==> config.mk <==
export PLATFORM = sky130hd
export DESIGN_NAME = xor_accum_unit_flat
export DESIGN_NICKNAME = d
export VERILOG_FILES = /design/src/rtl/xor_accum_unit_if.sv /design/src/rtl/xor_accum_unit.sv /design/src/flat_wrapper.sv
export SDC_FILE = /design/constraint.sdc
export NUM_CORES = 1
export LEC_CHECK = 0
export CAP_MARGIN = 10
export CORE_ASPECT_RATIO = 1.5
export CORE_MARGIN = 2
export CORE_UTILIZATION = 50
export DETAILED_ROUTE_END_ITERATION = 6
export PLACE_DENSITY_LB_ADDON = 0.1
export SLEW_MARGIN = 40
export SYNTH_ARGS = -nofsm -noshare
export SYNTH_HDL_FRONTEND = slang
export SYNTH_SLANG_ARGS = --single-unit
==> constraint.sdc <==
create_clock -name clk -period 2.1 [get_ports clk]
set_input_delay 0.525 -clock clk [delete_from_list [all_inputs] [get_ports clk]]
set_output_delay 0.525 -clock clk [all_outputs]
set_load 0.02 [all_outputs]
==> src/rtl/xor_accum_unit_if.sv <==
// Handshake/data bundle for xor_accum_unit.
//   master : upstream/downstream side (drives operands, in_valid, in_last, mode, out_ready)
//   slave  : the xor_accum_unit itself (drives in_ready, out_valid, f, f_parity, beat_cnt)
// Signals:
//   mode      0 = pairwise XOR per beat, 1 = XOR-accumulate over a frame
//   in_valid  input beat offered          in_ready   unit can accept a beat
//   a, b      operands (WIDTH)            in_last    last beat of a mode-1 frame
//   out_valid result held                 out_ready  downstream accepts result
//   f         result (WIDTH)              f_parity   XOR-reduction of f
//   beat_cnt  beats that formed f (CNT_W, saturating)
interface xor_accum_unit_if #(
  parameter int unsigned WIDTH = 8,
  parameter int unsigned CNT_W = 8
);
  logic             mode;
  logic             in_valid;
  logic             in_ready;
  logic [WIDTH-1:0] a;
  logic [WIDTH-1:0] b;
  logic             in_last;
  logic             out_valid;
  logic             out_ready;
  logic [WIDTH-1:0] f;
  logic             f_parity;
  logic [CNT_W-1:0] beat_cnt;

  modport master (
    output mode, in_valid, a, b, in_last, out_ready,
    input  in_ready, out_valid, f, f_parity, beat_cnt
  );

  modport slave (
    input  mode, in_valid, a, b, in_last, out_ready,
    output in_ready, out_valid, f, f_parity, beat_cnt
  );
endinterface

==> src/rtl/xor_accum_unit.sv <==
// XOR / XOR-accumulate unit with valid/ready handshake on both sides.
// Mode 0 returns a^b for every accepted beat one cycle later. Mode 1 folds
// a^b of every beat of a frame into an accumulator and returns the XOR of
// the whole frame, with a saturating beat count, after the in_last beat.
// A single output register holds the result; in_ready = !out_valid || out_ready
// so a new result can replace one leaving in the same cycle without a bubble.
// Ports:
//   clk  rising-edge clock
//   rst  asynchronous, active-low reset
//   bus  xor_accum_unit_if.slave (handshake, operands, result)
module xor_accum_unit #(
  parameter int unsigned WIDTH = 8,
  parameter int unsigned CNT_W = 8
) (
  input  logic            clk,
  input  logic            rst,
  xor_accum_unit_if.slave bus
);

  typedef enum logic {
    IDLE,
    ACCUM
  } state_t;

  state_t           state;
  logic             mode_q;
  logic [WIDTH-1:0] acc;
  logic [CNT_W-1:0] cnt;

  logic             out_valid_q;
  logic [WIDTH-1:0] f_q;
  logic             par_q;
  logic [CNT_W-1:0] bcnt_q;

  logic             in_ready;
  logic             accept;
  logic             emit;
  logic [WIDTH-1:0] beat_x;
  logic [WIDTH-1:0] sum;
  logic [CNT_W-1:0] cnt_sat;
  logic [CNT_W-1:0] end_cnt;

  always_comb begin
    in_ready = !out_valid_q || bus.out_ready;
    accept   = bus.in_valid && in_ready;
    beat_x   = bus.a ^ bus.b;
    cnt_sat  = (cnt == '1) ? cnt : cnt + 1'b1;
    emit     = 1'b0;
    sum      = beat_x;
    end_cnt  = CNT_W'(1);
    case (state)
      IDLE: begin
        // Mode is sampled live here; it is latched into mode_q on accept.
        emit    = !bus.mode || bus.in_last;
        sum     = beat_x;
        end_cnt = CNT_W'(1);
      end
      ACCUM: begin
        // Only a mode-1 frame can reach ACCUM, so the live mode input is
        // ignored and the latched mode decides.
        emit    = bus.in_last || !mode_q;
        sum     = acc ^ beat_x;
        end_cnt = cnt_sat;
      end
      default: begin
        emit    = 1'b0;
        sum     = beat_x;
        end_cnt = CNT_W'(1);
      end
    endcase
  end

  always_ff @(posedge clk or negedge rst) begin
    if (!rst) begin
      state       <= IDLE;
      mode_q      <= 1'b0;
      acc         <= '0;
      cnt         <= '0;
      out_valid_q <= 1'b0;
      f_q         <= '0;
      par_q       <= 1'b0;
      bcnt_q      <= '0;
    end else begin
      // Drop the held result when it leaves; a beat that emits in the same
      // cycle overrides this below, giving back-to-back results.
      if (bus.out_ready) begin
        out_valid_q <= 1'b0;
      end
      if (accept) begin
        if (state == IDLE) begin
          mode_q <= bus.mode;
        end
        if (emit) begin
          f_q         <= sum;
          par_q       <= ^sum;
          bcnt_q      <= end_cnt;
          out_valid_q <= 1'b1;
          acc         <= '0;
          cnt         <= '0;
          state       <= IDLE;
        end else begin
          acc   <= sum;
          cnt   <= end_cnt;
          state <= ACCUM;
        end
      end
    end
  end

  assign bus.in_ready  = in_ready;
  assign bus.out_valid = out_valid_q;
  assign bus.f         = f_q;
  assign bus.f_parity  = par_q;
  assign bus.beat_cnt  = bcnt_q;

endmodule

==> src/flat_wrapper.sv <==
// flat-port wrapper written by rule: the top's interface ports become plain ports
module xor_accum_unit_flat 
#(
  parameter int unsigned WIDTH = 8,
  parameter int unsigned CNT_W = 8
)
  (clk, rst, bus_mode, bus_in_valid, bus_a, bus_b, bus_in_last, bus_out_ready, bus_in_ready, bus_out_valid, bus_f, bus_f_parity, bus_beat_cnt);
  xor_accum_unit_if #(.WIDTH(WIDTH), .CNT_W(CNT_W)) bus_i ();
  input  logic clk;
  input  logic rst;
  input wire logic [$bits(bus_i.mode)-1:0] bus_mode;
  input wire logic [$bits(bus_i.in_valid)-1:0] bus_in_valid;
  input wire logic [$bits(bus_i.a)-1:0] bus_a;
  input wire logic [$bits(bus_i.b)-1:0] bus_b;
  input wire logic [$bits(bus_i.in_last)-1:0] bus_in_last;
  input wire logic [$bits(bus_i.out_ready)-1:0] bus_out_ready;
  output wire logic [$bits(bus_i.in_ready)-1:0] bus_in_ready;
  output wire logic [$bits(bus_i.out_valid)-1:0] bus_out_valid;
  output wire logic [$bits(bus_i.f)-1:0] bus_f;
  output wire logic [$bits(bus_i.f_parity)-1:0] bus_f_parity;
  output wire logic [$bits(bus_i.beat_cnt)-1:0] bus_beat_cnt;
  assign bus_i.mode = bus_mode;
  assign bus_i.in_valid = bus_in_valid;
  assign bus_i.a = bus_a;
  assign bus_i.b = bus_b;
  assign bus_i.in_last = bus_in_last;
  assign bus_i.out_ready = bus_out_ready;
  assign bus_in_ready = bus_i.in_ready;
  assign bus_out_valid = bus_i.out_valid;
  assign bus_f = bus_i.f;
  assign bus_f_parity = bus_i.f_parity;
  assign bus_beat_cnt = bus_i.beat_cnt;
  xor_accum_unit #(.WIDTH(WIDTH), .CNT_W(CNT_W)) u_core (.clk(clk), .rst(rst), .bus(bus_i));
endmodule
-- After elaboration in Yosys (flattened, before gate mapping)
Index checks and enable logic that the tools add are counted.
- input port bits: 22
- word-level logic and storage cells: 33
- register bits: 36
- bitwise operators: 3
- reductions and logical operators: 10
- multiplexer cells: 10
- add/subtract/negate cells: 1
- equality and inequality tests: 1
- operators with widths (cell ; number):
    $pmux 8 s2 ; 2
    $mux 8 ; 3
    $xor 8x8->8 ; 2
    $add 8x1->8 const B ; 1
    $eq 8x8->1 const B ; 1
    $reduce_xor 8->1 ; 1
    $mux 1 ; 4
    $reduce_and 2->1 ; 2
    $logic_not 1->1 ; 3
    $logic_or 1x1->1 ; 3
    $pmux 1 s2 ; 1
    $logic_and 1x1->1 ; 1
    $not 1->1 ; 1

-- Longest topological paths before layout
- depth after elaboration: 5
- gate-level depth with buffers: 8

-- Least setup slack after synthesis
OpenSTA, ideal clock, no wires.
- kind: register to register
- start point: register u_core.cnt[0]
- end point: register u_core.cnt[3]
- arrival time: 1.772 ns
- setup time: 0.076 ns
- stages on the path, launching flop included: 9
- clock period less this slack: 1.848 ns
- slack: 0.252 ns
- path through: dfrtp_1 ha_1 and3_1 and2_4 nand2b_2 buf_6 nand4_2 or3_1 o21ai_1
- cells in the longest elaborated chain, start to end: 4
- RTL lines (item ; RTL line ; source):
    from (decl) ; xor_accum_unit.sv:28 ; logic [CNT_W-1:0] cnt;
    from (signal assigned) ; xor_accum_unit.sv:103 ; cnt <= end_cnt;
    $add 8x1->8 or $eq 8x8->1 (tied branches) ; xor_accum_unit.sv:47 ; cnt_sat = (cnt == '1) ? cnt : cnt + 1'b1;
    $mux 8 (*) ; xor_accum_unit.sv:47 ;
    $pmux 8 s2 (*) ; xor_accum_unit.sv:51 ; case (state)
    $mux 8 (*) ; xor_accum_unit.sv:93 ; if (emit) begin
Every way passes the cells marked *; elsewhere a longest branch is shown, timed or not.
A chain may end at the register's enable or synchronous reset.

-- Final worst setup path
- start point: input bus_out_ready
- end point: output bus_in_ready
- cells in the longest elaborated chain, start to end: 1
- RTL lines (item ; RTL line ; source):
    from (decl) ; flat_wrapper.sv:16 ; input wire logic [$bits(bus_i.out_ready)-1:0] bus_out_ready;
    $logic_or 1x1->1 ; xor_accum_unit.sv:44 ; in_ready = !out_valid_q || bus.out_ready;
    to (decl) ; flat_wrapper.sv:17 ; output wire logic [$bits(bus_i.in_ready)-1:0] bus_in_ready;
Every way passes these cells.

==> run_results.csv <==
group,metric,value,unit
finish,final_area,2501,um^2
clocking,path_clk_slew,0.07,ns
logic_synthesis,syn_area_per_cell,9.645,um^2
global_routing,grt_antenna_before_repair,0,
finish,final_common_cell,"nand2_1",
timing,whs,0.4807,ns
clocking,cts_inserted_buffers,5,
global_routing,grt_pass1_vias,1584,
setup_path,worstPathRequired,1.57,ns
setup_path,path_class,"input port to output pin",
die,chipHeight,78.54,um
status,status,"completed",
logic_synthesis,syn_nets,215,
setup_path,cp_max_fo,2,
timing,setup-violations-final,0,
timing,fin_crit,1.946,ns
pwr,design_power_total,2126,uW
die,rows,27,
die,start_util,51.23,%
finish,fill_cells,272,
placed_design,io_buffer_count,40,
pwr,leakagePower,0.001087,uW
placed_design,dpl_cell_area,2376,um^2
logic_synthesis,synth.distinct_cells,33,
clocking,cts_hold_buf,0,
pwr,power_density,849.8,nW/um^2
global_routing,overflow,0,
logic_synthesis,synth_top_area_cell,"dfrtp_1",
logic_synthesis,ys_seq_area_share,48.65,%
die,core-area,3615,um^2
detailed_routing,vias_per_cell,5.371,
timing,maxSlewHeadroom,69.22,%
setup_path,cp-start-kind,"input port",
logic_synthesis,netlist_top_cells_area,"dfrtp_1 49%, xnor2_1 9.5%, nand2_1 8.3%, o21ai_0 7.0%, xnor2_2 3.5%",
pwr,ir_drop,0.0007274,V
die,die_w,53.69,um
detailed_routing,antenna_left,0,
clocking,cts_setup_buffers,0,
finish,syn_to_final_growth,35.07,%
pwr,p_comb_share,29.3,%
hold_path,min_path_type,"register to register",
clocking,clk-insertion-delay-late,0.28,ns
timing,hold_viol,0,
setup_path,cp-end-kind,"output pin",
timing,max_freq,514.0,MHz
finish,final_layout_size_suffix_gt1_share,15.32,%
clocking,cts_buffer_depth,2,
clocking,cts_sinks,36,
timing,worstMarginPinSlew,0.4618,ns
detailed_routing,dr.pass1.iters,4,
clocking,ctsResizeCount,1,
die,dieArea,4217,um^2
pwr,p_int,1511,uW
detailed_routing,drt_iter0_markers,28,
clocking,root_buffer,"clkbuf_8",
pwr,clkPwrFrac,31.1,%
pwr,p_switching,614.8,uW
finish,n_antenna_cell,0,
detailed_routing,post-route-drc-count,0,
timing,clock_skew,0.004014,ns
global_routing,grtUsageTotal,22.00,%
setup_path,crit_arrival,1.42,ns
placed_design,gp_congestion,0.7964,
timing,drv_slew,0,
detailed_routing,wl_per_cell,14.17,um
timing,fin_crit_sh,92.65,%
clocking,cts_tree,"built",
logic_synthesis,synthCells,192,
flow_run,cap_viol_max_count,0,
logic_synthesis,synthArstFlopShare,100.0,%
finish,nNetsFinal,270,
logic_synthesis,yosysWarnings,0,
detailed_routing,drt-total-wl,4123,um
die,io_pins,41,
pwr,pwr-share-seq,39.5,%
clocking,htreeDepth,2,
logic_synthesis,ys.flop_type,"dfrtp_1",
logic_synthesis,ys_ff_latch,36,
global_routing,grt_max_degree,37,
detailed_routing,vias,1563,
pwr,p_sw_share,28.92,%
timing,tns,0,ns
finish,mostFrequentLayoutCells,"41 x nand2_1, 39 x clkdlybuf4s50_1, 36 x dfrtp_1",
placed_design,place_hpwl,3120,um
global_routing,grt_first_pass_wirelength,6789,um
logic_synthesis,syn-cell-area,1852,um^2
timing,rsz0062_at_grt,"false",
logic_synthesis,synth_edf_count,0,
logic_synthesis,synth_top_area_share,48.65,%
==> cells in the mapped netlist, drive strengths merged (3+ instances only) <==
cell     n
a21oi   10
a31oi    3
buf      6
dfrtp   36
nand2   45
nand2b   4
nand3    5
nor2     8
o21ai   31
xnor2   25
==> layer usage <==
| layer | global-route usage [%] | up-vias | routed length (um) |
|---|---|---|---|
| met2 | 37.56 | 53 | 2203 |
| met3 | 5.513 | 12 | 198 |
| met5 | 0 | - | 0 |
| li1 | - | 753 | - |
| met1 | 23.31 | 745 | 1553 |
| met4 | 12.56 | 0 | 166 |
==> worst max-delay path, stage by stage <==
cell and delay [ns]:
clkdlybuf4s50_1 0.44, nand2b_1 0.12, dlygate4sd2_1 0.33
==> cell families after synthesis <==
kind of cell / count (synthesis) / synth area share (%)
mux: 2 / 1.149
flops: 36 / 48.65
simple gates: 69 / 17.64
xor+xnor: 26 / 14.93
buf+inv: 10 / 3.108
compound gates: 48 / 13.85
fa+ha+maj: 1 / 0.6756
==> path summary, 6_finish.rpt <==
kind,from,to,slack [ns],cells past startpoint
setup reg to reg,u_core.cnt[1],u_core.cnt[3],0.19,7
max in group asynchronous,rst,u_core.mode_q,1.12,2
hold reg to reg,u_core.bus.beat_cnt[6],u_core.bus.beat_cnt[6],0.48,2
setup / recovery,bus_out_ready,bus_in_ready,0.15,3
min in group asynchronous,rst,u_core.bus.beat_cnt[7],0.66,2
hold / removal,u_core.bus.beat_cnt[6],u_core.bus.beat_cnt[6],0.48,2
==> state kept, by name, summed over array words and instances, names as in the netlist <==
register	cells
u_core.cnt	8
u_core.bus.f	8
u_core.bus.out_valid	1
u_core.mode_q	1
u_core.bus.f_parity	1
u_core.bus.beat_cnt	8
u_core.acc	8
u_core.state	1
==> power by group through the flow <==
| stage | Combinational, uW | Clock (uW) | Sequential (uW) |
|---|---|---|---|
| floorplan | 270 | 0 | 929 |
| global placement | 617 | 0 | 849 |
| detailed placement | 632 | 0 | 852 |
| CTS | 632 | 677 | 841 |
| global route | 679 | 703 | 849 |
| finish | 623 | 662 | 840 |
==> stage by stage <==
stage / std cells / setup WS, ns / utilization [%]
floorplan: 192 / 0.2519 / -
global route: 291 / 0.07532 / 69.19
detailed placement: 283 / -0.1257 / 65.73
global placement: 283 / -0.1125 / 65.73
finish: 291 / 0.1544 / 69.19
CTS: 291 / 0.1442 / 69.19
==> final cells by class <==
class / count / area, um^2 / area share [%]
inverter: 2 / 7.507 / 0.3001
tap: 43 / 53.80 / 2.151
multi-input combinational: 146 / 893.4 / 35.72
sequential: 36 / 900.9 / 36.02
clock buffer: 7 / 96.34 / 3.852
clock inverter: 1 / 30.03 / 1.201
timing repair buffer: 56 / 519.2 / 20.76
Power figures use the tool's default switching activity.
